--- config.mk ---
export PLATFORM = sky130hd
export DESIGN_NAME = alu_pipe_flat
export DESIGN_NICKNAME = d
export VERILOG_FILES = /design/src/rtl/alu_pipe_if.sv /design/src/rtl/alu_pipe.sv /design/src/flat_wrapper.sv
export SDC_FILE = /design/constraint.sdc
export NUM_CORES = 1
export LEC_CHECK = 0
export ABC_AREA = 1
export BUFFER_PORTS_ARGS = -buffer_cell sky130_fd_sc_hd__buf_4
export CAP_MARGIN = 0
export CORE_UTILIZATION = 45
export DETAILED_ROUTE_END_ITERATION = 10
export PLACE_DENSITY = 0.69
export SETUP_SLACK_MARGIN = 0.1
export SLEW_MARGIN = 10
export SYNTH_ARGS = -nofsm -noshare
export SYNTH_HDL_FRONTEND = slang
export SYNTH_SLANG_ARGS = --single-unit
--- constraint.sdc ---
create_clock -name clk -period 1.76 [get_ports clk]
set_input_delay 0.176 -clock clk [delete_from_list [all_inputs] [get_ports clk]]
set_output_delay 0.176 -clock clk [all_outputs]
set_load 0.02 [all_outputs]
--- src/rtl/alu_pipe_if.sv ---
// Operand/result port bundle for alu_pipe.
// Valid/ready: a transfer happens on a rising edge where valid && ready; the sender holds its payload stable while valid && !ready.
interface alu_pipe_if #(
  parameter int WIDTH = 8
);
  logic             in_valid;
  logic             in_ready;
  logic [2:0]       op;
  logic [WIDTH-1:0] a;
  logic [WIDTH-1:0] b;
  logic             out_valid;
  logic             out_ready;
  logic [WIDTH-1:0] out;
  logic             flag_zero;
  logic             flag_carry;
  logic             flag_ovf;

  modport master (
    output in_valid, op, a, b, out_ready,
    input  in_ready, out_valid, out, flag_zero, flag_carry, flag_ovf
  );

  modport slave (
    input  in_valid, op, a, b, out_ready,
    output in_ready, out_valid, out, flag_zero, flag_carry, flag_ovf
  );
endinterface

--- src/rtl/alu_pipe.sv ---
// Handshaked WIDTH-bit ALU with registered result and flags.
// Define ALU_MUL_EN to build the iterative shift-add multiplier for op 7; otherwise op 7 reports unsupported.
module alu_pipe #(
  parameter int WIDTH = 8
) (
  input  logic       clk,
  input  logic       nreset,
  alu_pipe_if.slave  bus,
  output logic       dbg_state
);

  typedef enum logic {S_IDLE = 1'b0, S_MUL = 1'b1} state_e;

  localparam int CW = $clog2(WIDTH);

  state_e           cur_state;
  logic             accept;
  logic [WIDTH:0]   sum;
  logic [WIDTH:0]   diff;
  logic [WIDTH-1:0] alu_res;
  logic             alu_carry;
  logic             alu_ovf;

  logic             load;
  logic [WIDTH-1:0] load_res;
  logic             load_carry;
  logic             load_ovf;

  logic [WIDTH-1:0] out_q, out_d;
  logic             zero_q, zero_d;
  logic             carry_q, carry_d;
  logic             ovf_q, ovf_d;
  logic             valid_q, valid_d;

  assign bus.in_ready = (cur_state == S_IDLE) && (!valid_q || bus.out_ready);
  assign accept       = bus.in_valid && bus.in_ready;
  assign dbg_state    = cur_state;

  // Single-cycle datapath; op 7 lands in default as the unsupported marker.
  always_comb begin
    sum       = {1'b0, bus.a} + {1'b0, bus.b};
    diff      = {1'b0, bus.a} - {1'b0, bus.b};
    alu_res   = '0;
    alu_carry = 1'b0;
    alu_ovf   = 1'b0;
    case (bus.op)
      3'd0: begin
        alu_res   = sum[WIDTH-1:0];
        alu_carry = sum[WIDTH];
        alu_ovf   = (bus.a[WIDTH-1] == bus.b[WIDTH-1]) && (sum[WIDTH-1] != bus.a[WIDTH-1]);
      end
      3'd1: begin
        alu_res   = diff[WIDTH-1:0];
        alu_carry = diff[WIDTH];
        alu_ovf   = (bus.a[WIDTH-1] != bus.b[WIDTH-1]) && (diff[WIDTH-1] != bus.a[WIDTH-1]);
      end
      3'd2: alu_res = bus.a & bus.b;
      3'd3: alu_res = bus.a | bus.b;
      3'd4: alu_res = bus.a ^ bus.b;
      3'd5: alu_res = bus.a << bus.b;
      3'd6: alu_res = bus.a >> bus.b;
      default: alu_ovf = 1'b1;
    endcase
  end

`ifdef ALU_MUL_EN
  state_e             state_q, state_d;
  logic [CW-1:0]      cnt_q, cnt_d;
  logic [2*WIDTH-1:0] acc_q, acc_d;
  logic [2*WIDTH-1:0] mcand_q, mcand_d;
  logic [WIDTH-1:0]   mplier_q, mplier_d;
  logic               mul_done;

  always_ff @(posedge clk or negedge nreset) begin
    if (!nreset) begin
      state_q  <= S_IDLE;
      cnt_q    <= '0;
      acc_q    <= '0;
      mcand_q  <= '0;
      mplier_q <= '0;
    end else begin
      state_q  <= state_d;
      cnt_q    <= cnt_d;
      acc_q    <= acc_d;
      mcand_q  <= mcand_d;
      mplier_q <= mplier_d;
    end
  end

  // One multiplier bit per cycle, LSB first; the last iteration loads the result directly.
  always_comb begin
    state_d  = state_q;
    cnt_d    = cnt_q;
    acc_d    = acc_q;
    mcand_d  = mcand_q;
    mplier_d = mplier_q;
    mul_done = 1'b0;
    if (state_q == S_IDLE) begin
      if (accept && (bus.op == 3'd7)) begin
        state_d  = S_MUL;
        cnt_d    = '0;
        acc_d    = '0;
        mcand_d  = {{WIDTH{1'b0}}, bus.a};
        mplier_d = bus.b;
      end
    end else begin
      if (mplier_q[0]) acc_d = acc_q + mcand_q;
      mcand_d  = mcand_q << 1;
      mplier_d = mplier_q >> 1;
      cnt_d    = cnt_q + 1'b1;
      if (cnt_q == CW'(WIDTH - 1)) begin
        mul_done = 1'b1;
        state_d  = S_IDLE;
        cnt_d    = '0;
      end
    end
  end

  assign cur_state  = state_q;
  assign load       = (accept && (bus.op != 3'd7)) || mul_done;
  assign load_res   = mul_done ? acc_d[WIDTH-1:0] : alu_res;
  assign load_carry = mul_done ? (|acc_d[2*WIDTH-1:WIDTH]) : alu_carry;
  assign load_ovf   = mul_done ? 1'b0 : alu_ovf;
`else
  assign cur_state  = S_IDLE;
  assign load       = accept;
  assign load_res   = alu_res;
  assign load_carry = alu_carry;
  assign load_ovf   = alu_ovf;
`endif

  // A new load wins over a same-cycle consume so back-to-back results never bubble.
  always_comb begin
    out_d   = out_q;
    zero_d  = zero_q;
    carry_d = carry_q;
    ovf_d   = ovf_q;
    valid_d = valid_q;
    if (load) begin
      out_d   = load_res;
      zero_d  = (load_res == '0);
      carry_d = load_carry;
      ovf_d   = load_ovf;
      valid_d = 1'b1;
    end else if (bus.out_ready) begin
      valid_d = 1'b0;
    end
  end

  always_ff @(posedge clk or negedge nreset) begin
    if (!nreset) begin
      out_q   <= '0;
      zero_q  <= 1'b0;
      carry_q <= 1'b0;
      ovf_q   <= 1'b0;
      valid_q <= 1'b0;
    end else begin
      out_q   <= out_d;
      zero_q  <= zero_d;
      carry_q <= carry_d;
      ovf_q   <= ovf_d;
      valid_q <= valid_d;
    end
  end

  assign bus.out        = out_q;
  assign bus.flag_zero  = zero_q;
  assign bus.flag_carry = carry_q;
  assign bus.flag_ovf   = ovf_q;
  assign bus.out_valid  = valid_q;

endmodule

--- src/flat_wrapper.sv ---
// flat-port wrapper written by rule: the top's interface ports become plain ports
module alu_pipe_flat 
#(
  parameter int WIDTH = 8
)
  (clk, nreset, dbg_state, bus_in_valid, bus_op, bus_a, bus_b, bus_out_ready, bus_in_ready, bus_out_valid, bus_out, bus_flag_zero, bus_flag_carry, bus_flag_ovf);
  alu_pipe_if #(.WIDTH(WIDTH)) bus_i ();
  input  logic clk;
  input  logic nreset;
  output logic dbg_state;
  input wire logic [$bits(bus_i.in_valid)-1:0] bus_in_valid;
  input wire logic [$bits(bus_i.op)-1:0] bus_op;
  input wire logic [$bits(bus_i.a)-1:0] bus_a;
  input wire logic [$bits(bus_i.b)-1:0] bus_b;
  input wire logic [$bits(bus_i.out_ready)-1:0] bus_out_ready;
  output wire logic [$bits(bus_i.in_ready)-1:0] bus_in_ready;
  output wire logic [$bits(bus_i.out_valid)-1:0] bus_out_valid;
  output wire logic [$bits(bus_i.out)-1:0] bus_out;
  output wire logic [$bits(bus_i.flag_zero)-1:0] bus_flag_zero;
  output wire logic [$bits(bus_i.flag_carry)-1:0] bus_flag_carry;
  output wire logic [$bits(bus_i.flag_ovf)-1:0] bus_flag_ovf;
  assign bus_i.in_valid = bus_in_valid;
  assign bus_i.op = bus_op;
  assign bus_i.a = bus_a;
  assign bus_i.b = bus_b;
  assign bus_i.out_ready = bus_out_ready;
  assign bus_in_ready = bus_i.in_ready;
  assign bus_out_valid = bus_i.out_valid;
  assign bus_out = bus_i.out;
  assign bus_flag_zero = bus_i.flag_zero;
  assign bus_flag_carry = bus_i.flag_carry;
  assign bus_flag_ovf = bus_i.flag_ovf;
  alu_pipe #(.WIDTH(WIDTH)) u_core (.clk(clk), .nreset(nreset), .bus(bus_i), .dbg_state(dbg_state));
endmodule
=== Yosys cells after proc, flatten, opt, wreduce, memory -nomap -nowiden ===
Index checks and enable logic that the tools add are counted.

* Register bits after elaboration: 12
* Bits of input ports: 23
* Output and inout port bits: 14
* Logic and storage cells: 36

* $add $sub $neg: 2
* Equality and inequality tests: 10
* Shift-type cells: 2
* Mux-type cells: 5
* Bitwise logic cells: 3
* Reductions and logical operators: 9

{| class="wikitable"
|+ Operators by type and width
! cell !! count
|-
| $pmux W8 S7 || 1
|-
| $add A8 B8 Y9 || 1
|-
| $eq A3 B3 Y1 const B || 3
|-
| $sub A8 B8 Y9 || 1
|-
| $and A8 B8 Y8 || 1
|-
| $logic_not A8 Y1 || 1
|-
| $or A8 B8 Y8 || 1
|-
| $shl A8 B8 Y8 || 1
|-
| $shr A8 B8 Y8 || 1
|-
| $xor A8 B8 Y8 || 1
|-
| $eq A3 B2 Y1 const B || 2
|-
| $reduce_or A5 Y1 || 1
|-
| $eq A3 B1 Y1 const B || 1
|-
| $logic_and A1 B1 Y1 || 3
|-
| $logic_not A3 Y1 || 1
|-
| $ne A1 B1 Y1 || 3
|-
| $pmux W1 S3 || 1
|-
| $mux W1 || 2
|-
| $pmux W1 S2 || 1
|-
| $reduce_bool A2 Y1 || 1
|-
| $eq A1 B1 Y1 || 1
|-
| $logic_not A1 Y1 || 1
|-
| $logic_or A1 B1 Y1 || 1
|}

=== Logic depth before layout (Yosys ltp) ===
* Depth in word-level cells: 4
* Mapped depth: 15
* Mapped depth without buffers: 14

=== Worst setup path after synthesis ===
No wires, ideal clock.

* Kind: input -> register
* From: in bus_b[2]
* To: reg u_core.ovf_q (netlist: u_core.bus.flag_ovf)
* Setup time: 119 ps
* Arrival time: 1,787 ps
* Required time: 1,641 ps
* Path slack: -146 ps
* Stages on the path: 13
* Buffers on the path: 1
* Cell sequence: clkbuf_1 inv_1 ha_1 inv_2 a21oi_1 nand2_1 nand4_1 nand2_1 xor2_1 nand3_1 nand2_1 o22ai_1 inv_1

* Longest elaborated chain between the ends: 4
* Elaborated cells between the ends (all ways): 7
* Classes of those cells: add/sub (2); eq/ne (2); mux (1); reduce/logical (2)

{| class="wikitable"
|+ Ends and longest elaborated chain
! item !! line !! text
|-
| from (decl) || flat_wrapper.sv:14 || <nowiki>input wire logic [$bits(bus_i.b)-1:0] bus_b;</nowiki>
|-
| $sub A8 B8 Y9 / $add A8 B8 Y9 (equally long branches) || alu_pipe.sv:42, alu_pipe.sv:41 ||
|-
| $ne A1 B1 Y1, on equally long branches || alu_pipe.sv:55, alu_pipe.sv:50 ||
|-
| $logic_and A1 B1 Y1, on equally long branches || alu_pipe.sv:55, alu_pipe.sv:50 ||
|-
| $pmux W1 S3 (*) || alu_pipe.sv:46 || <nowiki>case (bus.op)</nowiki>
|-
| to (signal assigned) || alu_pipe.sv:161 || <nowiki>ovf_q <= ovf_d;</nowiki>
|-
| to (decl) || alu_pipe.sv:32 || <nowiki>logic ovf_q, ovf_d;</nowiki>
|}

Every way passes the cells marked *; elsewhere a longest branch is shown, timed or not.
A chain may end at the register's enable or synchronous reset.

=== Worst setup path in the final report ===
* From: in bus_b[3]
* To: reg u_core.zero_q (netlist: u_core.bus.flag_zero)

* Longest elaborated chain between the ends: 3
* Elaborated cells between the ends (all ways): 9
* Classes of those cells: add/sub (2); shift (2); mux (1); bitwise (3); reduce/logical (1)

{| class="wikitable"
|+ Ends and longest elaborated chain
! item !! line !! text
|-
| $sub A8 B8 Y9, or another cell as far along || alu_pipe.sv:42 || <nowiki>diff = {1'b0, bus.a} - {1'b0, bus.b};</nowiki>
|-
| $pmux W8 S7 (*) || alu_pipe.sv:46 ||
|-
| $logic_not A8 Y1 (*) || alu_pipe.sv:141 || <nowiki>zero_d = (load_res == '0);</nowiki>
|-
| to (signal assigned) || alu_pipe.sv:159 || <nowiki>zero_q <= zero_d;</nowiki>
|-
| to (decl) || alu_pipe.sv:30 || <nowiki>logic zero_q, zero_d;</nowiki>
|}

Marks and branches as above.

==> flow_metrics.env <==
export IMPL_synth_area_sq_mm=0.00214
export IMPL_power_per_cell_area_mw_per_mm2=480
export IMPL_cpMaxStageDelayCell="ha_4"
export IMPL_p_total_mw=1.50
export IMPL_synth_seq_cells=12
export IMPL_setup_worst_path_class="primary input to flop"
export IMPL_tns_ps=0
export IMPL_area_delta_synth_final_pct=45.3
export IMPL_hold_viol=0
export IMPL_critPathMaxStageDelay_ps=320
export IMPL_synth_fp_nets=423
export IMPL_clkTransAtPathRegs_ps=50
export IMPL_tritoncts="done"
export IMPL_seq_area_frac_synth=0.140
export IMPL_drtPass1Iterations=8
export IMPL_die_w_um=71.0
export IMPL_rrSetupSlack_ps=530
export IMPL_cts_buffer_depth=2
export IMPL_post_dp_hpwl_mm=5.69
export IMPL_min_period_ps=1620
export IMPL_ant_nets=0
export IMPL_endpoint_kind="flop"
export IMPL_initial_core_util=0.479
export IMPL_dieArea_sq_mm=0.00505
export IMPL_final_nets=506
export IMPL_synth_compound_area_frac=0.107
export IMPL_fillers=407
export IMPL_drv_slew=0
export IMPL_rows=24
export IMPL_grt_pass1_wl_mm=11.5
export IMPL_layout_cells_non_filler=508
export IMPL_dp_cells=500
export IMPL_antenna_found_initial=0
export IMPL_p_leak_nw=1.70
export IMPL_vias_per_cell=5.56
export IMPL_yosysUniqueCellTypes=27
export IMPL_status="finished, violations left"
export IMPL_synth_avg_cell_area_sq_um=5.73
export IMPL_clk_latency_ps=230
export IMPL_core_sq_mm=0.00447
export IMPL_critPathTopFamily="simple AND/OR/NAND/NOR gates"
export IMPL_hold_ws_ps=228
export IMPL_required_ps=1940
export IMPL_avgRoutedWirePerCell_um=14.3
export IMPL_period_share=0.919
export IMPL_cp_data_arrival_time_ps=1790
export IMPL_die_y_um=71.0
export IMPL_critPathBufInv=3
export IMPL_crit_reg2reg_launch="u_core.bus.out_valid"
export IMPL_top_level_ports=37
export IMPL_route_vias_total=2825
export IMPL_synth_xor_area_share=0.00817
export IMPL_path_depth=13
export IMPL_wl_mm=7.29
export IMPL_crit_path_frequent_cell="nand2_1"
export IMPL_drtIter0Drc=291
export IMPL_max_freq_mhz=618
export IMPL_reg2reg_depth=6
export IMPL_grt_max_degree=15
export IMPL_cts_made_buffers=3
export IMPL_synth_cells=374
export IMPL_cts_sinks=12
export IMPL_fin_util=0.697
export IMPL_r2r_end="u_core.bus.flag_ovf"
export IMPL_routabilityCongestion=0.953
export IMPL_cp_startpoint="bus_b[3]"
export IMPL_synthMuxAreaShare=0
export IMPL_skew_ps=1.74
export IMPL_setup_viol=0
export IMPL_cts_root_buf="clkbuf_8"
export IMPL_antennaDiodeCount=0
export IMPL_cts_htree_levels=1
export IMPL_grt_total_usage=0.284
export IMPL_synthAdderAreaFrac=0.159
export IMPL_drc_errors=2
export IMPL_rsz0062_at_grt="yes"
export IMPL_synth_top_family_by_area="simple AND/OR/NAND/NOR gates"
export IMPL_min_delay_start="bus_out_ready"
export IMPL_grt_overflow_total=0
export IMPL_yosys_area_share_simple=0.470
export IMPL_drive_gt1_frac=0.298
export IMPL_crit_chain="buf_4 > inv_1 > ha_4 > inv_1 > nor3_1 > nand2_1 > nand3_1 > nand2_1 > nand3b_1 > nand4_1 > nor2_1 > nand3_1 > nand2_1"
export IMPL_worst_path_max_fanout=7
export IMPL_violations="DRC"
export IMPL_io_buffer_count=35
export IMPL_vdd_drop_max_uv=270
export IMPL_hold_path_class="primary input to flop"
export IMPL_yosys_warnings=0
export IMPL_drv_cap=0
export IMPL_start_kind="primary input"
export IMPL_grt_pass1_vias=2512
export IMPL_critical_path_endpoint="u_core.bus.flag_zero"
routing by layer:
layer  vias up  global-route usage  wire (um)
li1       1397                   -          -
met1      1290               0.405       3180
met2       119               0.481       3540
met3        19              0.0199        420
met4         0              0.0378        144
met5         -                   0          0
registers in the layout (all words and copies together), names as in the netlist:
signal                 count
u_core.bus.flag_carry      1
u_core.bus.flag_ovf        1
u_core.bus.flag_zero       1
u_core.bus.out             8
u_core.bus.out_valid       1
Yosys cell counts (all sizes together):
cell    number  area, sq um
or2          1         6.26
a21oi       20          100
nand2       99          372
nor3         6         30.0
nand2b       1         6.26
nor2        40          158
nand3b       3         22.5
dfrtp       12          300
conb         1         3.75
o211ai       1         7.51
xor2         2         17.5
buf          6         35.0
ha          24          300
fa           2         40.0
nand3       66          330
clkbuf       2         7.51
inv         54          203
o21ai       12         60.1
o22ai        7         43.8
nor3b        1         7.51
o221a        1         11.3
o21a         1         7.51
nor4         1         6.26
nand4       11         68.8
final cells by class:
cell class	instances	area, sq um	area share
multi-input cells	300	1780	0.571
repair buffers	86	708	0.227
well taps	52	65.1	0.0209
flip-flops and latches	12	300	0.0963
inverters	54	209	0.0670
clock buffers	4	55.1	0.0177
kinds of logic (layout without fill, tap and decap cells):
logic type,count (synthesis),in the layout
simple gates,229,229
buf+inv,62,144
compound gates,42,42
fa+ha+maj,26,26
flops,12,12
xor+xnor,2,2
other cells,1,1
how the worst min path moves through the flow:
stage	to	slack, ps	cells past startpoint
after global routing	u_core.bus.out_valid	260	4
after CTS	u_core.bus.out_valid	230	4
after global placement	u_core.bus.out[3]	20	1
after floorplan	u_core.bus.flag_carry	-120	0
final	u_core.bus.out_valid	230	4
after detailed placement	u_core.bus.out[1]	20	1
worst reg2reg max path, cell delays in order (launching register included):
cell     delay [ps]
dfrtp_1         370
nand2_1         100
nand2_1          70
inv_1           200
o21ai_0         170
o22ai_1         150
inv_1            50
power breakdown:
group	leakage, nW	switching (mW)	internal [mW]
Clock	0.0288	0.0968	0.197
Combinational	1.52	0.485	0.375
Sequential	0.152	0.0243	0.320
cell usage in the layout (no fill, tap or decap), types with 2 or more instances in the layout:
master | synthesis | final
buf_6 | 0 | 2
xor2_1 | 2 | 2
buf_4 | 2 | 78
buf_12 | 0 | 3
nand2_1 | 99 | 96
o21ai_1 | 0 | 3
nand3_2 | 0 | 2
o22ai_1 | 7 | 7
dfrtp_1 | 12 | 12
a21oi_2 | 0 | 7
inv_2 | 1 | 6
fa_2 | 0 | 2
ha_1 | 24 | 16
inv_1 | 53 | 46
nand4_1 | 11 | 11
nor2_1 | 37 | 30
buf_8 | 0 | 2
ha_4 | 0 | 6
nor3_1 | 6 | 4
nor3_2 | 0 | 2
nand2_2 | 0 | 3
o21ai_0 | 12 | 9
nor2_2 | 3 | 9
nand3b_1 | 3 | 3
ha_2 | 0 | 2
clkbuf_8 | 0 | 4
nand3_1 | 66 | 64
a21oi_1 | 20 | 13
stage by stage:
step	worst slack, ps	area (sq um)
after floorplan	121	2160
after global placement	-119	2840
after detailed placement	-225	2840
after CTS	100	2930
after global routing	29.1	3120
final	142	3120
what timing repair did:
action,CTS,global route
pin swaps,7,17
setup endpoints to repair,2,9
setup buffers,0,3
resized for setup,9,44
hold buffers,1,0
hold endpoints to repair,12,0
Note: power is estimated with default switching activity, not from simulation.
